## src/rtl/vga_pkg.sv

```systemverilog
// rtl/vga_pkg.sv - shared VGA timing constants and scheduler state encoding
// Purpose : constants common to the video blocks plus the scheduler FSM states.
// Ports   : none (package).
package vga_pkg;

  localparam int H_DISPLAY = 640;
  localparam int H_TOTAL   = 800;
  localparam int V_DISPLAY = 480;
  localparam int V_TOTAL   = 525;

  typedef enum logic {
    ST_IDLE = 1'b0,
    ST_OWN  = 1'b1
  } sched_state_t;

endpackage

```

## src/rtl/vga_mem_scheduler_if.sv

```systemverilog
// rtl/vga_mem_scheduler_if.sv - requester, display fetch and RAM port bundle
// Purpose : groups the requester/display inputs and the RAM-side outputs of the scheduler.
// Signals : req/req_we/req_addr/req_wdata (packed per requester), disp_req/disp_addr,
//           gnt/owner_valid, mem_en/mem_we/mem_addr/mem_wdata.
// Modports: master drives requests and observes grants/RAM port; slave is the scheduler.
interface vga_mem_scheduler_if #(
  parameter int N_REQ  = 3,
  parameter int ADDR_W = 12,
  parameter int DATA_W = 8
);

  logic [N_REQ-1:0]        req;
  logic [N_REQ-1:0]        req_we;
  logic [N_REQ*ADDR_W-1:0] req_addr;
  logic [N_REQ*DATA_W-1:0] req_wdata;
  logic                    disp_req;
  logic [ADDR_W-1:0]       disp_addr;
  logic [N_REQ-1:0]        gnt;
  logic                    owner_valid;
  logic                    mem_en;
  logic                    mem_we;
  logic [ADDR_W-1:0]       mem_addr;
  logic [DATA_W-1:0]       mem_wdata;

  modport master (
    output req, req_we, req_addr, req_wdata, disp_req, disp_addr,
    input  gnt, owner_valid, mem_en, mem_we, mem_addr, mem_wdata
  );

  modport slave (
    input  req, req_we, req_addr, req_wdata, disp_req, disp_addr,
    output gnt, owner_valid, mem_en, mem_we, mem_addr, mem_wdata
  );

endinterface

```

## src/rtl/vga_rr_pick.sv

```systemverilog
// rtl/vga_rr_pick.sv - combinational round-robin priority encoder
// Purpose : returns the first set req bit searching rr_ptr, rr_ptr+1, ... modulo N.
// Ports   : req (N), rr_ptr (IDX_W) in; idx (IDX_W), any (1) out.
module vga_rr_pick #(
  parameter int N     = 3,
  parameter int IDX_W = 2
) (
  input  logic [N-1:0]     req,
  input  logic [IDX_W-1:0] rr_ptr,
  output logic [IDX_W-1:0] idx,
  output logic             any
);

  // One extra bit so rr_ptr + k never overflows before the modulo fold.
  logic [IDX_W:0] cand;
  logic           found;

  always_comb begin
    idx   = '0;
    found = 1'b0;
    cand  = '0;
    for (int k = 0; k < N; k++) begin
      cand = {1'b0, rr_ptr} + (IDX_W+1)'(k);
      if (cand >= (IDX_W+1)'(N)) begin
        cand = cand - (IDX_W+1)'(N);
      end
      if (!found && req[cand[IDX_W-1:0]]) begin
        found = 1'b1;
        idx   = cand[IDX_W-1:0];
      end
    end
  end

  assign any = |req;

endmodule

```

## src/rtl/vga_mem_scheduler.sv

```systemverilog
// rtl/vga_mem_scheduler.sv - single-port video RAM scheduler (display + round-robin requesters)
// Purpose : display fetch always wins the RAM; requesters own the port round-robin in
//           bursts of up to BURST_MAX beats, optionally only during blanking. Also
//           produces the vblank_start pulse and a wrapping frame counter.
// Ports   : clk, rst_n (async, active low); x, y, active from vga_timing;
//           bus (slave modport: requests, display fetch, grants, RAM port);
//           vblank_start (1-cycle pulse after x==0,y==480), frame_cnt (16).
module vga_mem_scheduler
  import vga_pkg::*;
#(
  parameter int N_REQ      = 3,
  parameter int ADDR_W     = 12,
  parameter int DATA_W     = 8,
  parameter int BURST_MAX  = 16,
  parameter int BLANK_ONLY = 1
) (
  input  logic                clk,
  input  logic                rst_n,
  input  logic [9:0]          x,
  input  logic [9:0]          y,
  input  logic                active,
  vga_mem_scheduler_if.slave  bus,
  output logic                vblank_start,
  output logic [15:0]         frame_cnt
);

  localparam int IDX_W = (N_REQ > 1) ? $clog2(N_REQ) : 1;
  localparam int CNT_W = $clog2(BURST_MAX + 1);

  sched_state_t     state, state_n;
  logic [IDX_W-1:0] owner, owner_n;
  logic [IDX_W-1:0] rr_ptr, rr_ptr_n;
  logic [IDX_W-1:0] owner_inc;
  logic [IDX_W-1:0] pick_idx;
  logic [CNT_W-1:0] burst_cnt, burst_cnt_n;
  logic             pick_any;
  logic             own_req;
  logic             blank_ok;
  logic             disp_go;
  logic             beat;

  vga_rr_pick #(
    .N     (N_REQ),
    .IDX_W (IDX_W)
  ) u_pick (
    .req    (bus.req),
    .rr_ptr (rr_ptr),
    .idx    (pick_idx),
    .any    (pick_any)
  );

  assign own_req  = bus.req[owner];
  assign blank_ok = (BLANK_ONLY == 0) || !active;
  // Display path is gated by reset so every output reads 0 while rst_n is low.
  assign disp_go  = bus.disp_req && rst_n;
  // Ownership alone is not an access: the display steals the cycle and, when
  // confined to blanking, the visible region freezes the burst mid-way.
  assign beat      = (state == ST_OWN) && own_req && !disp_go && blank_ok;
  assign owner_inc = (owner == IDX_W'(N_REQ - 1)) ? '0 : owner + 1'b1;

  always_ff @(posedge clk or negedge rst_n) begin
    if (!rst_n) begin
      state     <= ST_IDLE;
      owner     <= '0;
      rr_ptr    <= '0;
      burst_cnt <= '0;
    end else begin
      state     <= state_n;
      owner     <= owner_n;
      rr_ptr    <= rr_ptr_n;
      burst_cnt <= burst_cnt_n;
    end
  end

  always_comb begin
    state_n     = state;
    owner_n     = owner;
    rr_ptr_n    = rr_ptr;
    burst_cnt_n = burst_cnt;
    case (state)
      ST_IDLE: begin
        if (pick_any) begin
          state_n     = ST_OWN;
          owner_n     = pick_idx;
          burst_cnt_n = '0;
        end
      end
      ST_OWN: begin
        // Release on dropped request or on the final beat; the pointer moves past
        // the releasing owner so waiting lower-priority requesters go next.
        if (!own_req || (beat && burst_cnt == CNT_W'(BURST_MAX - 1))) begin
          state_n     = ST_IDLE;
          rr_ptr_n    = owner_inc;
          burst_cnt_n = '0;
        end else if (beat) begin
          burst_cnt_n = burst_cnt + 1'b1;
        end
      end
      default: state_n = ST_IDLE;
    endcase
  end

  always_comb begin
    bus.gnt        = '0;
    bus.gnt[owner] = beat;
    bus.owner_valid = (state == ST_OWN);
    bus.mem_en     = 1'b0;
    bus.mem_we     = 1'b0;
    bus.mem_addr   = '0;
    bus.mem_wdata  = '0;
    if (disp_go) begin
      bus.mem_en   = 1'b1;
      bus.mem_addr = bus.disp_addr;
    end else if (beat) begin
      bus.mem_en    = 1'b1;
      bus.mem_we    = bus.req_we[owner];
      bus.mem_addr  = bus.req_addr[owner*ADDR_W +: ADDR_W];
      bus.mem_wdata = bus.req_wdata[owner*DATA_W +: DATA_W];
    end
  end

  always_ff @(posedge clk or negedge rst_n) begin
    if (!rst_n) begin
      vblank_start <= 1'b0;
      frame_cnt    <= '0;
    end else begin
      vblank_start <= (x == 10'd0) && (y == 10'(V_DISPLAY));
      if ((x == 10'd0) && (y == 10'(V_DISPLAY))) begin
        frame_cnt <= frame_cnt + 16'd1;
      end
    end
  end

endmodule
```

## src/flat_wrapper.sv

```systemverilog
// flat-port wrapper written by rule: the top's interface ports become plain ports
module vga_mem_scheduler_flat import vga_pkg::*;
#(
  parameter int N_REQ      = 3,
  parameter int ADDR_W     = 12,
  parameter int DATA_W     = 8,
  parameter int BURST_MAX  = 16,
  parameter int BLANK_ONLY = 1
)
  (clk, rst_n, x, y, active, vblank_start, frame_cnt, bus_req, bus_req_we, bus_req_addr, bus_req_wdata, bus_disp_req, bus_disp_addr, bus_gnt, bus_owner_valid, bus_mem_en, bus_mem_we, bus_mem_addr, bus_mem_wdata);
  vga_mem_scheduler_if #(.N_REQ(N_REQ), .ADDR_W(ADDR_W), .DATA_W(DATA_W)) bus_i ();
  input  logic clk;
  input  logic rst_n;
  input  logic [9:0] x;
  input  logic [9:0] y;
  input  logic active;
  output logic vblank_start;
  output logic [15:0] frame_cnt;
  input wire logic [$bits(bus_i.req)-1:0] bus_req;
  input wire logic [$bits(bus_i.req_we)-1:0] bus_req_we;
  input wire logic [$bits(bus_i.req_addr)-1:0] bus_req_addr;
  input wire logic [$bits(bus_i.req_wdata)-1:0] bus_req_wdata;
  input wire logic [$bits(bus_i.disp_req)-1:0] bus_disp_req;
  input wire logic [$bits(bus_i.disp_addr)-1:0] bus_disp_addr;
  output wire logic [$bits(bus_i.gnt)-1:0] bus_gnt;
  output wire logic [$bits(bus_i.owner_valid)-1:0] bus_owner_valid;
  output wire logic [$bits(bus_i.mem_en)-1:0] bus_mem_en;
  output wire logic [$bits(bus_i.mem_we)-1:0] bus_mem_we;
  output wire logic [$bits(bus_i.mem_addr)-1:0] bus_mem_addr;
  output wire logic [$bits(bus_i.mem_wdata)-1:0] bus_mem_wdata;
  assign bus_i.req = bus_req;
  assign bus_i.req_we = bus_req_we;
  assign bus_i.req_addr = bus_req_addr;
  assign bus_i.req_wdata = bus_req_wdata;
  assign bus_i.disp_req = bus_disp_req;
  assign bus_i.disp_addr = bus_disp_addr;
  assign bus_gnt = bus_i.gnt;
  assign bus_owner_valid = bus_i.owner_valid;
  assign bus_mem_en = bus_i.mem_en;
  assign bus_mem_we = bus_i.mem_we;
  assign bus_mem_addr = bus_i.mem_addr;
  assign bus_mem_wdata = bus_i.mem_wdata;
  vga_mem_scheduler #(.N_REQ(N_REQ), .ADDR_W(ADDR_W), .DATA_W(DATA_W), .BURST_MAX(BURST_MAX), .BLANK_ONLY(BLANK_ONLY)) u_core (.clk(clk), .rst_n(rst_n), .x(x), .y(y), .active(active), .bus(bus_i), .vblank_start(vblank_start), .frame_cnt(frame_cnt));
endmodule
```

## config.mk

```make
export PLATFORM = sky130hd
export DESIGN_NAME = vga_mem_scheduler_flat
export DESIGN_NICKNAME = d
export VERILOG_FILES = /design/src/rtl/vga_pkg.sv /design/src/rtl/vga_mem_scheduler_if.sv /design/src/rtl/vga_rr_pick.sv /design/src/rtl/vga_mem_scheduler.sv /design/src/flat_wrapper.sv
export SDC_FILE = /design/constraint.sdc
export NUM_CORES = 1
export LEC_CHECK = 0
export CORE_MARGIN = 4
export CORE_UTILIZATION = 40
export DETAILED_ROUTE_END_ITERATION = 10
export PLACE_DENSITY_LB_ADDON = 0.05
export SYNTH_ARGS = -nofsm -noshare
export SYNTH_HDL_FRONTEND = slang
export SYNTH_SLANG_ARGS = --single-unit
```

## constraint.sdc

```tcl
create_clock -name clk -period 3.2 [get_ports clk]
set_input_delay 0.32 -clock clk [delete_from_list [all_inputs] [get_ports clk]]
set_output_delay 0.32 -clock clk [all_outputs]
set_load 0.01 [all_outputs]
```

Word-level counts from Yosys, hierarchy flattened
Cells that the tools add are included.
{"block": "word_totals", "regBits": 27, "inputBits": 102, "out_inout_bits": 43}
{"block": "classes", "shift": 2, "mux": 36, "mul": 1, "order_cmp": 8, "n_reduce_logical": 20, "n_addsub": 8, "bitwise": 2, "eq_ne": 5}
{"operator": "variable part select 36 x 7 -> 12 bit", "n": 1}
{"operator": "two-way mux 12 bit", "n": 2}
{"operator": "variable part select 24 x 6 -> 8 bit", "n": 1}
{"operator": "adder 16 x 1 -> 16 bit, second input constant", "n": 1}
{"operator": "two-way mux 8 bit", "n": 2}
{"operator": "two-way mux 5 bit", "n": 3}
{"operator": "two-way mux 1 bit", "n": 14}
{"operator": "two-way mux 2 bit", "n": 7}
{"operator": "less-than comparator 2 x 3 -> 1 bit, second input constant", "n": 4}
{"operator": "binary-select mux 1 bit (select 2 bit)", "n": 5}
{"operator": "== test 10 x 9 -> 1 bit, second input constant", "n": 1}
{"operator": "logical NOT 10 bit", "n": 1}
{"operator": "case mux 5 bit (2 select lines)", "n": 1}
{"operator": "logical AND 1 bit", "n": 9}
{"operator": ">= comparator 3 x 2 -> 1 bit, second input constant", "n": 2}
{"operator": "AND reduction 2 bit", "n": 3}
{"operator": "subtractor 2 bit, second input constant", "n": 3}
{"operator": "adder 5 x 1 -> 5 bit, second input constant", "n": 1}
{"operator": "== test 5 x 4 -> 1 bit, second input constant", "n": 1}
{"operator": "logical NOT 1 bit", "n": 5}
{"operator": "multiplier 2 x 2 -> 4 bit, second input constant", "n": 1}
{"operator": "adder 2 x 1 -> 3 bit, second input constant", "n": 1}
{"operator": "adder 2 x 2 -> 3 bit, second input constant", "n": 1}
{"operator": "bitwise AND 3 bit", "n": 1}
{"operator": "11 further kinds", "n": 11}

Logic depth before layout (Yosys ltp)
{"block": "depth", "depth_word": 11, "ltp_mapped": 7, "mapped_depth_nobuf": 6}

Hierarchy
Synthesis repeated with hierarchy kept, for this count alone.
{"block": "unflattened", "cells_unflattened": 225, "area_unflattened_um2": 2102.0}
{"module": "vga_mem_scheduler", "seq_area_each_um2": 675.6, "n_inst": 1, "area_each_um2": 1954.4, "cells_each": 205}
{"module": "vga_rr_pick", "seq_area_each_um2": 0.0, "n_inst": 1, "area_each_um2": 147.6, "cells_each": 20}

Worst setup path before layout
OpenSTA, ideal clock, no wires.
{"block": "synth_timing", "kind": "flip-flop to output port", "startpoint": "register u_core.owner[1]", "endpoint": "output port bus_gnt[2]", "slack_ps": 1017, "t_required_ps": 2880, "stages_incl_launch_ff": 8, "arrival_time_ps": 1863, "path_buffers": 3, "cell_sequence": "dfrtp_1 -> buf_2 -> nand3b_1 -> o21a_1 -> or2_2 -> clkbuf_1 -> clkbuf_1 -> nor3b_1"}
{"block": "synth_between", "elab_chain_cells": 6, "word_cells_on_any_way": 11, "cone_classes": "2 x order compare; 4 x mux; 1 x bitwise; 4 x reduce/logical"}
{"item": "from (decl)", "line": "vga_mem_scheduler.sv:31", "rtl": "logic [IDX_W-1:0] owner, owner_n;"}
{"item": "from (signal assigned)", "line": "vga_mem_scheduler.sv:69", "rtl": "owner <= owner_n;"}
{"item": "branches (longest 5 deep; another with less-than comparator 2 x 3 -> 1 bit)"}
{"item": "bitwise AND 3 bit (no line) (*)"}
{"item": "to (decl)", "line": "flat_wrapper.sv:25", "rtl": "output wire logic [$bits(bus_i.gnt)-1:0] bus_gnt;"}
Every way passes the cells marked *. The select of a mux whose other input is x is not followed.

Worst setup path in the final report
Ends and elaborated chain as after synthesis.

==> impl_metrics.tcl <==
set metrics [dict create \
    cp-start-kind "flop" \
    cp_max_fo 25 \
    initial_core_util_pct 42.55 \
    viasPerCell 5.197 \
    reg2reg_from "u_core.burst_cnt[0]$_DFFE_PN0P_" \
    post-route-period-util_pct 94.11 \
    regArea_um2 675.6 \
    path_class "flop to primary output" \
    routabilityCongestion 0.8346 \
    synth_top_cell_by_area "dfrtp_1" \
    max_clock_freq_ghz 0.3321 \
    finClkSkew_ns 0.008684 \
    synthTopCellsByCount "nor2_1, dfrtp_1, mux2i_1" \
    synth_cells 270 \
    grt_max_degree 29 \
    synth_area_leaders "dfrtp_1, mux2i_1, nor2_1" \
    core_area_mm2 0.005270 \
    finalWirelength_um 7497 \
    reg2regPathDepth 6 \
    required_ns 2.88 \
    clk_latency_ns 0.28 \
    powerDensity_mw_per_mm2 406.6 \
    placedCellCount 474 \
    power_w 0.001540 \
    finalNonFillerCells 478 \
    nets 518 \
    dpl_cell_area_mm2 0.003739 \
    arrival_ns 2.69 \
    ys_warn_count 0 \
    post_cts_resized 0 \
    relSlewSlack_pct 62.44 \
    syn2layout_area_growth_pct 68.92 \
    grtUsageTotal_pct 20.87 \
    diodes 0 \
    post-cts-setup-buffers 0 \
    ant_nets 0 \
    synth_nets 379 \
    synth_area_mm2 0.002242 \
    grt_setup_unrepaired "false" \
    slew_violations 0 \
    cts_tree "done" \
    grt_pass1_vias 2435 \
    cts_made_buffers 3 \
    fp.dieW_um 82.87 \
    overflow 0 \
    power.leakage_nw 1.541 \
    vias 2484 \
    clkTransAtPathRegs_ns 0.10 \
    chipHeight_um 82.87 \
    synth_top_area_share_pct 30.13 \
    htree_levels 1 \
    antenna_found_initial 0 \
    holdCritPathClass "primary input to async pin" \
    r2r-end "u_core.rr_ptr[1]$_DFFE_PN0P_" \
    cts_buffer_depth 2 \
    async_flop_share_pct 100.0 \
    grt_pass1_wl_um 12150 \
    vdd_drop_max_v 0.0003645 \
    dieArea_mm2 0.006867 \
    status "finished clean" \
    fillCellCount 441 \
    setup_viol 0 \
    ys_dominant_reg_cell "dfrtp_1" \
    portBuffers 144 \
    synth_seq_cells 27 \
    dr.pass1.iters 4 \
    postCtsHoldBufs 0 \
    cap_violations 0 \
    yosysSeqAreaShare_pct 30.13 \
    cts-root-buf "clkbuf_8" \
    finalSetupTns_ns 0 \
    rows 26 \
    drt_first_iter_violations 118 \
    avgSynthCellArea_um2 8.304 \
    setup_ws_ns 0.1884 \
    r2r_slack_ns 1.22 \
    end_kind "primary output" \
    synth_edf_count 0 \
    synth_cell_type_count 45 \
    place_ws_ns 0.2103 \
    dp_hpwl_um 5952 \
    clock-sinks 27 \
    drc_errors 0 \
    wire_per_inst_um 15.68 \
    finalCriticalPeriod_ns 3.012 \
    tightestPinTransition_ns 0.5586 \
    drive_gt1_share_pct 5.637 \
    multiInputGateArea_mm2 0.001474 \
    finalHoldViolCount 0 \
    final_cell_area_mm2 0.003787 \
    synth_most_common_cell "nor2_1" \
    top_level_ports 145 \
]
==> worst max-delay path by stage <==
stage | cells past startpoint | endpoint | start | slack [ns]
after floorplan | 7 | bus_gnt[2] | u_core.owner[1]$_DFFE_PN0P_ | 1.02
after global placement | 6 | bus_gnt[2] | bus_req[2] | 0.25
final | 5 | bus_gnt[2] | u_core.owner[1]$_DFFE_PN0P_ | 0.19
after global routing | 5 | bus_gnt[1] | u_core.owner[1]$_DFFE_PN0P_ | 0.07
after detailed placement | 6 | bus_mem_addr[4] | bus_req[2] | 0.21
after CTS | 5 | bus_mem_addr[4] | u_core.owner[1]$_DFFE_PN0P_ | 0.19
==> registers in the layout (all words and copies together) (netlist names) <==
signal	flops
u_core.vblank_start	1
u_core.bus.owner_valid	1
u_core.owner	2
u_core.rr_ptr	2
u_core.frame_cnt	16
u_core.burst_cnt	5
==> worst max-delay path, stage by stage, from the launching register on <==
cell	delay, ns
dfrtp_1	0.64
mux2i_1	0.17
o21a_1	0.27
or2_2	0.50
nor3b_1	0.25
clkdlybuf4s50_1	0.56
==> per-stage QoR <==
stage | hold WS (ns) | util, %
after floorplan | 0.02441 | -
after global placement | 0.4579 | 70.94
after detailed placement | 0.4631 | 70.94
after CTS | 0.4661 | 71.87
after global routing | 0.4938 | 71.87
final | 0.4476 | 71.87
==> kinds of logic (layout without fill, tap and decap cells) <==
logic type / Yosys count / in the layout / share of synthesized area (%)
AO/OA/AOI/OAI: 53 / 53 / 13.95
XOR/XNOR: 15 / 15 / 5.860
adder cells (fa/ha/maj): 7 / 7 / 3.906
buffers and inverters: 22 / 160 / 4.130
flip-flops: 27 / 27 / 30.13
multiplexers: 28 / 28 / 12.72
AND/OR/NAND/NOR: 118 / 118 / 29.30
==> routing by layer <==
metal | routed length (µm) | GRT usage [%] | share of wire [%] | vias up
li1 | - | - | - | 1247
met1 | 3164 | 25.52 | 42 | 1122
met2 | 3747 | 37.97 | 50 | 105
met3 | 483 | 4.158 | 6.4 | 10
met4 | 102 | 3.863 | 1.4 | 0
met5 | 0 | 0 | 0 | -
==> power by group <==
part	leakage, nW	internal [W]	switching [W]
combinational	1.16	0.000464	0.000449
clock	0.0217	0.0000886	0.000112
sequential	0.363	0.000375	0.0000506
==> placed cells by master, fill, tap and decap left out, types with 3 or more instances in the layout <==
master and instances:
ha_1 7, and3_1 6, clkdlybuf4s50_1 144, nor3_2 4
clkbuf_8 3, a22o_1 4, nor3_1 6, mux2_2 4
buf_4 4, o21ai_0 15, dfrtp_1 27, a21oi_1 22
o31ai_1 3, inv_1 8, nor2b_1 4, xnor2_1 3
mux2i_1 24, nand2_1 21, nor2_1 33, nor3b_1 3
xor2_1 12, nand2b_1 5, or4_4 3, nor4_1 10
nand3_1 9
==> area by class of cell <==
type / instances / share of cell area [%]
tap: 70 / 2.313
timing repair buffer: 148 / 38.85
multi-input combinational: 221 / 38.92
sequential: 27 / 17.84
inverter: 8 / 0.7929
clock inverter: 1 / 0.1982
clock buffer: 3 / 1.090
Note: power is estimated with default switching activity, not from simulation.
